--- config.mk ---
export PLATFORM = sky130hd
export DESIGN_NAME = mem_arbiter_rr
export DESIGN_NICKNAME = d
export VERILOG_FILES = /design/src/rtl/arb_pkg.sv /design/src/rtl/arb_pick.sv /design/src/rtl/mem_arbiter_rr.sv
export SDC_FILE = /design/constraint.sdc
export NUM_CORES = 1
export LEC_CHECK = 0
export ABC_AREA = 1
export CAP_MARGIN = 40
export CORE_AREA = 4 4 533 535
export CTS_BUF_LIST = sky130_fd_sc_hd__clkbuf_8
export CTS_CLUSTER_DIAMETER = 200
export DETAILED_ROUTE_END_ITERATION = 10
export DIE_AREA = 0 0 537 539
export GPL_ROUTABILITY_DRIVEN = 0
export SKIP_LAST_GASP = 1
export SLEW_MARGIN = 20
export SYNTH_ARGS = -nofsm -noshare
export SYNTH_HDL_FRONTEND = slang
export SYNTH_SLANG_ARGS = --single-unit
export TNS_END_PERCENT = 5
--- constraint.sdc ---
create_clock -name clk -period 1.11 [get_ports clk]
set_input_delay 0.111 -clock clk [delete_from_list [all_inputs] [get_ports clk]]
set_output_delay 0.111 -clock clk [all_outputs]
set_load 0.05 [all_outputs]
--- src/rtl/arb_pkg.sv ---
// Shared types and helpers for the cacheline arbiter.
package arb_pkg;

    typedef enum logic [1:0] {
        IDLE  = 2'd0,
        ISSUE = 2'd1,
        DONE  = 2'd2
    } arb_state_e;

    localparam int MODE_RR    = 0;
    localparam int MODE_FIXED = 1;

    // Width of an index covering n items; never narrower than one bit.
    function automatic int port_idx_w(input int n);
        return (n <= 2) ? 1 : $clog2(n);
    endfunction

endpackage

--- src/rtl/arb_pick.sv ---
// Combinational winner selection: round-robin after the last grant, or
// fixed priority (lowest index) with starved ports served first.
module arb_pick
    import arb_pkg::*;
#(
    parameter int NUM_PORTS = 2,
    parameter int MODE      = MODE_RR
) (
    input  logic [NUM_PORTS-1:0]             req_i,
    input  logic [port_idx_w(NUM_PORTS)-1:0] last_i,
    input  logic [NUM_PORTS-1:0]             starved_i,
    output logic [port_idx_w(NUM_PORTS)-1:0] win_idx_o,
    output logic                             win_vld_o
);

    localparam int IW = port_idx_w(NUM_PORTS);

    logic [NUM_PORTS-1:0] cand;
    logic [IW-1:0]        p;

    // Scan in reverse search order so the first candidate in order is the last one written.
    always_comb begin
        win_idx_o = '0;
        win_vld_o = |req_i;
        cand      = req_i & starved_i;
        p         = '0;
        if (MODE == MODE_RR) begin
            for (int k = NUM_PORTS; k >= 1; k--) begin
                p = IW'((int'(last_i) + k) % NUM_PORTS);
                if (req_i[p]) win_idx_o = p;
            end
        end else begin
            if (cand == '0) cand = req_i;
            for (int i = NUM_PORTS - 1; i >= 0; i--) begin
                if (cand[IW'(i)]) win_idx_o = IW'(i);
            end
        end
    end

endmodule

--- src/rtl/mem_arbiter_rr.sv ---
// N-port cacheline arbiter feeding one downstream line port. One grant
// covers one atomic read or write; a dead cycle follows each completion so
// a client's held request is never re-granted after its response.
module mem_arbiter_rr
    import arb_pkg::*;
#(
    parameter int NUM_PORTS    = 2,
    parameter int LINE_WIDTH   = 256,
    parameter int ADDR_WIDTH   = 32,
    parameter int MODE         = MODE_RR,
    parameter int STARVE_LIMIT = 4
) (
    input  logic                                 clk,
    input  logic                                 reset_n,
    input  logic [NUM_PORTS-1:0]                 cli_read,
    input  logic [NUM_PORTS-1:0]                 cli_write,
    input  logic [NUM_PORTS-1:0][ADDR_WIDTH-1:0] cli_addr,
    input  logic [NUM_PORTS-1:0][LINE_WIDTH-1:0] cli_wdata,
    output logic [NUM_PORTS-1:0]                 cli_resp,
    output logic [LINE_WIDTH-1:0]                cli_rdata,
    output logic                                 dn_read,
    output logic                                 dn_write,
    output logic [ADDR_WIDTH-1:0]                dn_addr,
    output logic [LINE_WIDTH-1:0]                dn_wdata,
    input  logic                                 dn_resp,
    input  logic [LINE_WIDTH-1:0]                dn_rdata,
    output logic                                 grant_valid,
    output logic [port_idx_w(NUM_PORTS)-1:0]     grant_idx
);

    localparam int            IW  = port_idx_w(NUM_PORTS);
    localparam int            CW  = port_idx_w(STARVE_LIMIT + 1);
    localparam logic [CW-1:0] CAP = CW'(STARVE_LIMIT);

    arb_state_e                   state_q, state_d;
    logic [IW-1:0]                last_q, last_d;
    logic [IW-1:0]                gidx_q, gidx_d;
    logic                         wr_q, wr_d;
    logic [ADDR_WIDTH-1:0]        addr_q, addr_d;
    logic [LINE_WIDTH-1:0]        wdata_q, wdata_d;
    logic [NUM_PORTS-1:0][CW-1:0] cnt_q, cnt_d;

    logic [NUM_PORTS-1:0] req;
    logic [NUM_PORTS-1:0] starved;
    logic [IW-1:0]        win_idx;
    logic                 win_vld;

    assign req = cli_read | cli_write;

    // A port is starved once its lost-arbitration count reaches the cap; cap 0 means never.
    always_comb begin
        starved = '0;
        for (int i = 0; i < NUM_PORTS; i++) begin
            starved[IW'(i)] = (STARVE_LIMIT != 0) && (cnt_q[IW'(i)] == CAP);
        end
    end

    arb_pick #(
        .NUM_PORTS (NUM_PORTS),
        .MODE      (MODE)
    ) u_pick (
        .req_i     (req),
        .last_i    (last_q),
        .starved_i (starved),
        .win_idx_o (win_idx),
        .win_vld_o (win_vld)
    );

    // Next state: latch the winner's op/addr/data in IDLE, wait for dn_resp, then one dead cycle.
    always_comb begin
        state_d = state_q;
        last_d  = last_q;
        gidx_d  = gidx_q;
        wr_d    = wr_q;
        addr_d  = addr_q;
        wdata_d = wdata_q;
        cnt_d   = cnt_q;
        case (state_q)
            IDLE: begin
                if (win_vld) begin
                    state_d = ISSUE;
                    last_d  = win_idx;
                    gidx_d  = win_idx;
                    wr_d    = cli_write[win_idx];
                    addr_d  = cli_addr[win_idx];
                    wdata_d = cli_wdata[win_idx];
                    if (MODE == MODE_FIXED) begin
                        for (int i = 0; i < NUM_PORTS; i++) begin
                            if (!req[IW'(i)] || (IW'(i) == win_idx)) cnt_d[IW'(i)] = '0;
                            else if (cnt_q[IW'(i)] != CAP)           cnt_d[IW'(i)] = cnt_q[IW'(i)] + 1'b1;
                        end
                    end
                end
            end
            ISSUE:   if (dn_resp) state_d = DONE;
            DONE:    state_d = IDLE;
            default: state_d = IDLE;
        endcase
    end

    // State and transaction registers; reset abandons any in-flight transaction.
    always_ff @(posedge clk) begin
        if (!reset_n) begin
            state_q <= IDLE;
            last_q  <= IW'(NUM_PORTS - 1);
            gidx_q  <= '0;
            wr_q    <= 1'b0;
            addr_q  <= '0;
            wdata_q <= '0;
            cnt_q   <= '0;
        end else begin
            state_q <= state_d;
            last_q  <= last_d;
            gidx_q  <= gidx_d;
            wr_q    <= wr_d;
            addr_q  <= addr_d;
            wdata_q <= wdata_d;
            cnt_q   <= cnt_d;
        end
    end

    // Completion pulse to the granted port, combinational with dn_resp in ISSUE.
    always_comb begin
        cli_resp = '0;
        if ((state_q == ISSUE) && dn_resp) cli_resp[gidx_q] = 1'b1;
    end

    assign dn_read     = (state_q == ISSUE) && !wr_q;
    assign dn_write    = (state_q == ISSUE) && wr_q;
    assign dn_addr     = addr_q;
    assign dn_wdata    = wdata_q;
    assign cli_rdata   = dn_rdata;
    assign grant_valid = (state_q == ISSUE);
    assign grant_idx   = gidx_q;

    // Read and write together on one port is a client bug; hardware treats it as a write.
    a_rw_excl: assert property (@(posedge clk) disable iff (!reset_n) (cli_read & cli_write) == '0);

endmodule

==> flow_summary_export.csv, run 1 <==
group,metric,value,unit
cts,h-tree-depth,3,
critical_path,worstSetupPathType,"reg2out",
cts,cts.sinks,293,
grt,grt_pass1_wl,265,mm
timing,finalWorstSetupSlack,-0.812,ns
power_and_ir_drop,seqPwrFrac,25.5,%
route,vias,24300,
layout,seq_area,5900,um^2
grt,grt_max_degree,78,
layout,final_cell_mix,"591 x inv_1, 582 x clkdlybuf4s50_1, 581 x nand2_1",
critical_path,crit_path_cell_trace,"buf_6 -> inv_4 -> nor2_4 -> inv_4 -> nor2_4 -> buf_12",
placed_design,io_buffers,876,
critical_path,cpLargestDelayFamily,"buffers and inverters",
power_and_ir_drop,p_sw,21.5,mW
synth,synthCells,2793,
cts,clk_pin_slew,0.05,ns
critical_path,worst_ep_required_time,1.00,ns
timing,setup_viol,587,
cts,cts_max_path_buffers,4,
power_and_ir_drop,sw_frac_of_total,40.7,%
critical_path,cp_slowest_cell,"dfxtp_2",
timing,timing.final.crit_share,173,%
critical_path,crit_buf_inv,4,
placed_design,dp_hpwl,189,mm
timing,relSlewSlack,73.3,%
synth,yosysWarnings,0,
layout,fin_nets,4877,
cts,clk_latency,0.85,ns
synth,syn_avg_cell_area,6.26,um^2
power_and_ir_drop,ir_worst_vdd,0.00112,V
power_and_ir_drop,pwr-share-clk,26.4,%
route,drtAntennaViolNets,0,
layout,final_cells,7859,
synth,syn-num-nets,3632,
grt,antenna_found_initial,186,
timing,drv_slew,0,
critical_path,worst-path-max-fanout,3,
layout,layout-drive-gt1-share,15.2,%
route,firstDrtPassIters,8,
floorplanning,dieArea,289000,um^2
run_status,outcome,"complete, but fails checks",
cts,cts_buffers,71,
power_and_ir_drop,cellPowerDensity,1290,nW/um^2
placed_design,placedCellCount,7101,
grt,grtUsageTotal,14.2,%
layout,area_growth,134,%
power_and_ir_drop,pwr-share-comb,48.1,%
layout,multiInputGateArea,6750,um^2
route,viasPerCell,3.10,
timing,finalCriticalPeriod,1.92,ns
route,first_iter_violations,2250,
floorplanning,die_h,539,um
synth,synth.distinct_cells,15,
floorplanning,ios,1389,
timing,tightest_slew,0.400,ns
layout,fillers,31500,
power_and_ir_drop,internal_power,31.4,mW
layout,fin_util,14.7,%
synth,synth_area,17500,um^2
floorplanning,initial_core_util,6.27,%
route,drcViolationCount,0,
run,cap_violations,0,
floorplanning,core_area,279000,um^2
timing,hold_viol,0,
synth,ys_seq_area_share,33.5,%
cts,cts_tree,"done",
run_status,violations,"negative setup slack",
timing,skew,0.0632,ns
timing,clock.fmax,520,MHz
route,drt-total-wl,219,mm
power_and_ir_drop,power.leakage,17.8,nW
critical_path,cp.arrival,1.81,ns
floorplanning,row_count,194,
route,wl_per_cell,27.8,um
layout,final_common_cell,"inv_1",
grt,overflow,0,
floorplanning,die_w,537,um
worst_hold_path,worst_hold_path_type,"in2reg",
critical_path,cp-start-kind,"register",
timing,whs,0.112,ns
cts,cts_root_buffer,"clkbuf_8",
critical_path,end_kind,"output port",
critical_path,cpPeakStageDelay,0.33,ns
power_and_ir_drop,power,52.9,mW
timing,fin_tns_setup,-257.67,ns
synth,synth_seq_cells,293,
grt,grt_pass1_vias,23100,
timing,rsz0062_at_grt,"yes",
==> final cells by class <==
| class | count | area share [%] |
|---|---|---|
| Sequential cell | 293 | 14.4 |
| Multi-Input combinational cell | 1469 | 16.5 |
| Antenna cell | 63 | 0.385 |
| Timing Repair Buffer | 1618 | 48.5 |
| Clock buffer | 84 | 2.83 |
| Inverter | 585 | 5.48 |
| Tap cell | 3724 | 11.4 |
| Clock inverter | 23 | 0.508 |
==> synthesized netlist by cell type <==
| cell type | instances | area share, % |
|---|---|---|
| nor2_1 | 15 | 0.32 |
| inv_2 | 2 | 0.043 |
| nand3_1 | 577 | 17 |
| inv_1 | 583 | 13 |
| buf_2 | 119 | 3.4 |
| buf_1 | 13 | 0.28 |
| buf_4 | 266 | 11 |
| a21oi_1 | 290 | 8.3 |
| dfxtp_1 | 293 | 34 |
| nand2_2 | 2 | 0.071 |
| clkbuf_1 | 47 | 1.0 |
| nand2_1 | 583 | 13 |
| clkbuf_4 | 1 | 0.043 |
| o21ai_2 | 1 | 0.050 |
| nand4_1 | 1 | 0.036 |
==> final timing paths <==
kind,start,endpoint,slack (ns),cells past startpoint
setup / recovery,state_q[0],dn_read,-0.81,6
hold / removal,cli_wdata[352],dn_wdata[96],0.11,5
setup reg to reg,state_q[1],dn_wdata[209],-0.61,11
hold reg to reg,dn_wdata[215],dn_wdata[215],0.55,4
==> repair_timing <==
item / in CTS / in global routing
pin swaps: 4 / 1
hold buffers: 566 / 0
setup endpoints to repair: 586 / 587
endpoints found under the hold margin: 292 / 0
resized for setup: 35 / 14
cloned: 4 / 6
buffers inserted: 8 / 6
==> power groups by stage <==
stage          Sequential [mW]  Combinational (mW)  Clock [mW]
6_report                  13.5                25.5        14.0
5_1_grt                   13.6                26.8        14.9
3_5_place_dp              13.7                22.7           0
2_1_floorplan             17.6                7.98           0
4_1_cts                   13.5                25.3        14.7
3_3_place_gp              13.6                22.6           0
==> flip-flops by register name, summed over array words and instances, names as in the netlist <==
register	count
dn_addr	32
dn_wdata	256
grant_idx	1
last_q	1
state_q	2
wr_q	1
==> cells by family after synthesis <==
group / share of synthesized area (%)
and+or+nand+nor: 29.4
buffers and inverters: 28.7
DFF: 33.5
AOI/OAI and AO/OA: 8.34
==> worst register-to-register path: stages (launching register included) <==
cell and delay (ns):
dfxtp_2 0.32, buf_4 0.12, nor2_2 0.14, buf_12 0.15
nand2_8 0.10, clkinv_16 0.12, buf_16 0.19, buf_12 0.14
buf_6 0.15, nand3_1 0.10, nand2_1 0.07, inv_1 0.04
==> metal layers <==
| layer | GRT usage (%) | routed length, um | up-vias |
|---|---|---|---|
| met5 | 0.167 | 630 | - |
| met4 | 7.50 | 14200 | 90 |
| met3 | 13.8 | 49400 | 643 |
| met2 | 20.1 | 86500 | 1768 |
| met1 | 13.5 | 68000 | 11000 |
| li1 | - | - | 10900 |
==> per-stage QoR <==
stage          setup slack, ns  cell area (um^2)
2_1_floorplan           -0.125             17700
3_3_place_gp            -0.879             33200
3_5_place_dp            -0.897             33200
4_1_cts                 -0.940             40400
5_1_grt                 -0.934             40800
6_report                -0.812             40900
Note: power is estimated with default switching activity, not from simulation.
==> run 2: changes to the inputs <==
--- a/config.mk
+++ b/config.mk
@@ -5,16 +5,16 @@
 export SDC_FILE = /design/constraint.sdc
 export NUM_CORES = 1
 export LEC_CHECK = 0
-export ABC_AREA = 1
+export ABC_AREA = 0
 export CAP_MARGIN = 40
-export CORE_AREA = 4 4 533 535
+export CORE_AREA = 4 4 538 540
 export CTS_BUF_LIST = sky130_fd_sc_hd__clkbuf_8
 export CTS_CLUSTER_DIAMETER = 200
 export DETAILED_ROUTE_END_ITERATION = 10
-export DIE_AREA = 0 0 537 539
+export DIE_AREA = 0 0 542 544
 export GPL_ROUTABILITY_DRIVEN = 0
 export SKIP_LAST_GASP = 1
-export SLEW_MARGIN = 20
+export SLEW_MARGIN = 30
 export SYNTH_ARGS = -nofsm -noshare
 export SYNTH_HDL_FRONTEND = slang
 export SYNTH_SLANG_ARGS = --single-unit
==> flow_summary_export.csv, run 2 <==
group,metric,value,unit
run_status,outcome,"complete, but fails checks",
run_status,violations,"negative setup slack",
layout,largest_reg_flops,256,
synth,ys_seq_area_share,33.0,%
placed_design,placed_area,33500,um^2
timing,drv_slew,0,
layout,stdcell_area,42700,um^2
grt,antenna_found_initial,148,
power_and_ir_drop,ir_worst_vdd,0.000899,V
critical_path,worstSetupPathType,"in2reg",
floorplanning,row_count,196,
power_and_ir_drop,power,56.3,mW
timing,finalWorstSetupSlack,-0.720,ns
layout,fin_nets,4112,
synth,synth_most_common_cell,"dfxtp_1",
synth,synth_seq_cells,293,
power_and_ir_drop,power.leakage,14.5,nW
critical_path,worst_ep_required_time,1.85,ns
placed_design,dp_hpwl,203,mm
floorplanning,core_area,284000,um^2
route,vias,23600,
timing,rsz0062_at_grt,"yes",
layout,final_cell_mix,"582 x clkdlybuf4s50_1, 569 x dlygate4sd3_1, 362 x buf_12",
critical_path,end_kind,"register",
grt,grt_pass1_wl,292,mm
critical_path,cp-start-kind,"input port",
layout,final_common_cell,"clkdlybuf4s50_1",
cts,cts_max_path_buffers,4,
synth,syn_avg_cell_area,8.97,um^2
synth,synth-main-ff-cell,"dfxtp_1",
grt,overflow,0,
timing,fin_tns_setup,-286.73,ns
worst_hold_path,hold-path-cell-count,3,
timing,skew,0.0292,ns
floorplanning,initial_core_util,6.25,%
synth,synthCells,1983,
cts,cts.sinks,293,
timing,finalCriticalPeriod,1.83,ns
cts,cts_tree,"done",
timing,setup_viol,586,
cts,clk_latency,0.84,ns
route,drcViolationCount,0,
synth,yosysWarnings,0,
floorplanning,die_h,544,um
timing,hold_viol,0,
critical_path,crit_path_cell_trace,"clkdlybuf4s50_1 -> buf_4 -> or4_4 -> and2_4 -> buf_12 -> buf_12 -> buf_4 -> bufbuf_16 -> a311oi_2",
layout,layout-drive-gt1-share,31.1,%
timing,whs,0.0662,ns
floorplanning,die_w,542,um
synth,synth.distinct_cells,25,
synth,synth_edf_count,0,
route,first_iter_violations,2022,
grt,grtUsageTotal,15.6,%
layout,area_growth,140,%
critical_path,reg2reg_slack,-0.69,ns
power_and_ir_drop,cellPowerDensity,1320,nW/um^2
route,drtAntennaViolNets,0,
route,drt-total-wl,243,mm
timing,tightest_slew,0.633,ns
synth,synth_area_leader_cell,"dfxtp_1",
grt,grt_max_degree,61,
placed_design,io_buffers,876,
cts,cts_root_buffer,"clkbuf_8",
cts,clk_pin_slew,0.06,ns
synth,ys_top_cells_by_count,"293 x dfxtp_1, 290 x a21oi_1, 289 x nand3_1, 289 x o21ai_0, 288 x a311oi_2",
critical_path,cp.arrival,2.57,ns
cts,cts_buffers,71,
synth,syn-num-nets,2822,
critical_path,cp_slowest_cell,"or4_4",
route,wl_per_cell,34.1,um
synth,synth_area_leaders,"dfxtp_1 33%, a311oi_2 24%, buf_4 11%",
floorplanning,dieArea,295000,um^2
critical_path,rr_worst_depth,9,
synth,async_flop_share,0,%
synth,synth_area,17800,um^2
synth,synth_top_area_share,33.0,%
cts,h-tree-depth,3,
critical_path,worst-path-max-fanout,7,
route,viasPerCell,3.31,
route,firstDrtPassIters,6,
critical_path,cpPeakStageDelay,0.59,ns
run,cap_violations,0,
timing,clock.fmax,546,MHz
grt,grt_pass1_vias,23700,
timing,timing.final.crit_share,165,%
worst_hold_path,worst_hold_path_type,"in2reg",
floorplanning,ios,1389,
timing,relSlewSlack,57.3,%
## run 2: worst max-delay path: cells and delay by family
family	cells	cell delay, ns
buffers and inverters	6	1.42
AND/OR/NAND/NOR	2	0.81
AO/OA/AOI/OAI	1	0.19
## run 2: layer usage
metal | wire length [um] | up-vias | track usage, %
met5 | 637 | - | 0.519
met4 | 14700 | 68 | 7.77
met3 | 50500 | 632 | 14.1
met2 | 105000 | 1988 | 24.2
met1 | 71600 | 11000 | 13.7
li1 | - | 9958 | -
## run 2: final timing paths
path / startpoint / endpoint
max: cli_write[0] / dn_wdata[136]
min: cli_wdata[62] / dn_wdata[62]
max reg2reg: state_q[1] / dn_wdata[59]
min reg2reg: last_q / last_q
## run 2: cells by family (layout without fill, tap and decap cells)
logic type      count (synthesis)  after routing  share of synthesized area [%]
compound gates                873            873                           40.9
buf+inv                       514           1843                           17.6
flops                         293            293                           33.0
other cells                     0             50                              0
simple gates                  303            303                           8.57
## run 2: report_power, final
| part | internal [mW] | total (mW) | switching [mW] |
|---|---|---|---|
| clock network | 7.10 | 13.6 | 6.50 |
| registers | 12.0 | 13.7 | 1.79 |
| logic | 13.3 | 29.0 | 15.6 |
## run 2: stage by stage
step / utilization [%] / setup slack, ns / cells
after floorplan: - / -0.333 / 1983
after global placement: 11.8 / -1.43 / 6315
after detailed placement: 11.8 / -1.41 / 6315
after CTS: 14.8 / -0.853 / 7059
after global routing: 15.0 / -0.841 / 7102
final: 15.0 / -0.720 / 7124
## run 2: area by class of cell
type,count,area [um^2]
fillers,31500,242000
repair buffers,1728,21500
multi-input cells,1176,9110
flip-flops and latches,293,5900
well taps,3762,4710
clock buffers,85,1170
clock inverters,27,168
diodes,50,125
inverters,3,23.8
## run 2: repair_timing
action                                  CTS  global route
endpoints found under the hold margin   290             1
gates cloned                             30             6
pin swaps                                 9            14
buffers inserted                         37             9
gates resized for setup                 103            59
endpoints found under the setup margin  586           586
hold buffers                            568             1
==> RTL edit, RTL diff (settings of run 2) <==
Reset style: asynchronous (`reset_n`), changed in one clocked block.
--- a/src/rtl/mem_arbiter_rr.sv
+++ b/src/rtl/mem_arbiter_rr.sv
@@ -99,7 +99,7 @@
     end
 
     // State and transaction registers; reset abandons any in-flight transaction.
-    always_ff @(posedge clk) begin
+    always_ff @(posedge clk or negedge reset_n) begin
         if (!reset_n) begin
             state_q <= IDLE;
             last_q  <= IW'(NUM_PORTS - 1);
Behaviour: not the same (a bounded check fails within 4 cycles, from zero or initial values and one cycle with reset_n low; the reset may be asserted at any time).
==> RTL edit against run 2 <==
The flow still finishes with violations (setup timing). Register-to-register slack worse by 0.14 ns. Die area stayed put. Design area is 2.3% lower. Global-route usage is 0.64 points lower. Area after synthesis is 6.9% lower. Wire length is 2.1% lower. Worst setup slack worse by 0.19 ns. Critical path depth is 4 lower. Clock skew is 0.034 ns higher. Sequential cell count stayed put. Worst hold slack better by 0.16 ns. Highest routed layer unchanged.
Power is not compared: it rests on default switching activity, and its combinational part moved more than twofold at a synthesized area within 25%.
==> RTL edit: results (changes against run 2) <==
* Met1 Use GR at 0.1405 (+0.003620)
* Met2 GRT Util at 0.2166 (-0.02544)
* Synth Flop Type: dfrtp_1
* Largest net degree at the start of global routing at 91 (+49%)
* Final worst slack at -0.9117 ns (-0.1914 ns)
* Most common library cells after synthesis: dfrtp_1 (292), a21oi_1 (288), a31oi_1 (288), nand3_1 (288), o21ai_0 (288)
* CTS Buf Count at 61 (-14%)
* Setup TNS at -332.26 ns (-45.54 ns)
* Placement Setup Slack at -1.499 ns (-0.08791 ns)
* H-Tree Depth at 2 (-1)
* CP Max Fanout at 3 (-4)
* Worst hold stages at 0 (-3)
* GR Util All Layers at 0.1492 (-0.006398)
* Pre-antenna DRT Iters at 5 (-1)
* Crit path launch: state_q[1]
* Arrival @ worst endpoint at 1.91 ns (-0.66 ns)
* Fill count at 31837 (+1.0%)
* Fraction of layout cells with a size suffix above 1 at 0.2230 (-0.08773)
* Hpwl dp at 196900 um (-2.8%)
* R2R setup slack at -0.83 ns (-0.14 ns)
* Post-synthesis sequential area ratio at 0.4427 (+0.1130)
* Dpl cells at 6335 (+0.32%)
* Endpoints failing setup at 633 (+8.0%)
* Iteration-0 DRC Markers at 2041 (+0.94%)
* Status: complete, but fails checks
* Worst min path class: in -> out
* Worst r2r src: state_q[0]
* Failing checks: setup timing
* Cts repair resizes at 90 (-13%)
* FF-to-FF End: dn_wdata[10]
* Count of nets after finishing at 4127 (+0.36%)
* Fraction of synthesis flops using an asynchronous set or reset pin at 1.000 (+1.000)
* Worst Tran Pin Value at 0.7462 ns (+0.1130 ns)
* DRT Wirelength at 237500 um (-2.1%)
* Post-CTS Hold Buffers at 580 (+2.1%)
* DR WL met2 at 96680 um (-8.2%)
* Clock Skews at 0.06346 ns (+0.03429 ns)
* Gate count of the mapped netlist at 1947 (-1.8%)
* CP peak stage delay at 0.38 ns (-0.21 ns)
* Initial antenna violation count at 208 (+41%)
* Worst Setup EP: cli_resp[0]
* WL met1 at 74600 um (+4.2%)
* Finished Layout Cells at 7175 (+0.72%)
==> RTL edit: cell count changes after synthesis, moves of 2 or more <==
cell,run 2,this run
a31oi_1,0,288
buf_4,267,257
a21oi_1,290,288
dfxtp_1,293,0
a22o_1,0,2
buf_2,18,28
clkbuf_1,200,168
a311oi_2,288,0
dfrtp_1,0,292
==> RTL edit: final cells by class <==
| cell class | count | area [sq um] | area share |
|---|---|---|---|
| diodes | 76 | 190.2 | 0.004557 |
| clock buffers | 78 | 1074 | 0.02572 |
| clock inverters | 34 | 449.2 | 0.01076 |
| inverters | 3 | 15.01 | 0.0003598 |
| multi-input cells | 1174 | 6594 | 0.1580 |
| flip-flops and latches | 293 | 7333 | 0.1757 |
| well taps | 3762 | 4707 | 0.1128 |
| repair buffers | 1755 | 21370 | 0.5121 |
==> RTL edit: cell families after synthesis <==
kind of cell | synth area share
compound gates | 0.2859
mux | 0.0006043
buf+inv | 0.1798
flops | 0.4427
simple gates | 0.09109
==> RTL edit: worst min-delay path by stage <==
stage                        from             end  slack (ns)
floorplan                 reset_n      dn_addr[0]       -0.18
global placement          reset_n     dn_addr[13]       -0.01
detailed placement        reset_n     dn_addr[13]       -0.01
CTS                   cli_read[0]    dn_wdata[55]        0.09
global route          cli_read[0]    dn_wdata[55]        0.21
finish              dn_rdata[127]  cli_rdata[127]        0.22
==> RTL edit: power breakdown <==
| part | switching [W] | internal [W] |
|---|---|---|
| clock | 0.00655 | 0.00872 |
| sequential | 0.00644 | 0.0163 |
| combinational | 0.0470 | 0.0370 |
| total | 0.0600 | 0.0621 |
==> RTL edit: worst max-delay path, delay by kind of cell (launching register included) <==
kind / cells / cell delay (ns)
simple gates: 3 / 0.44
buf+inv: 2 / 0.21
flops: 1 / 0.38
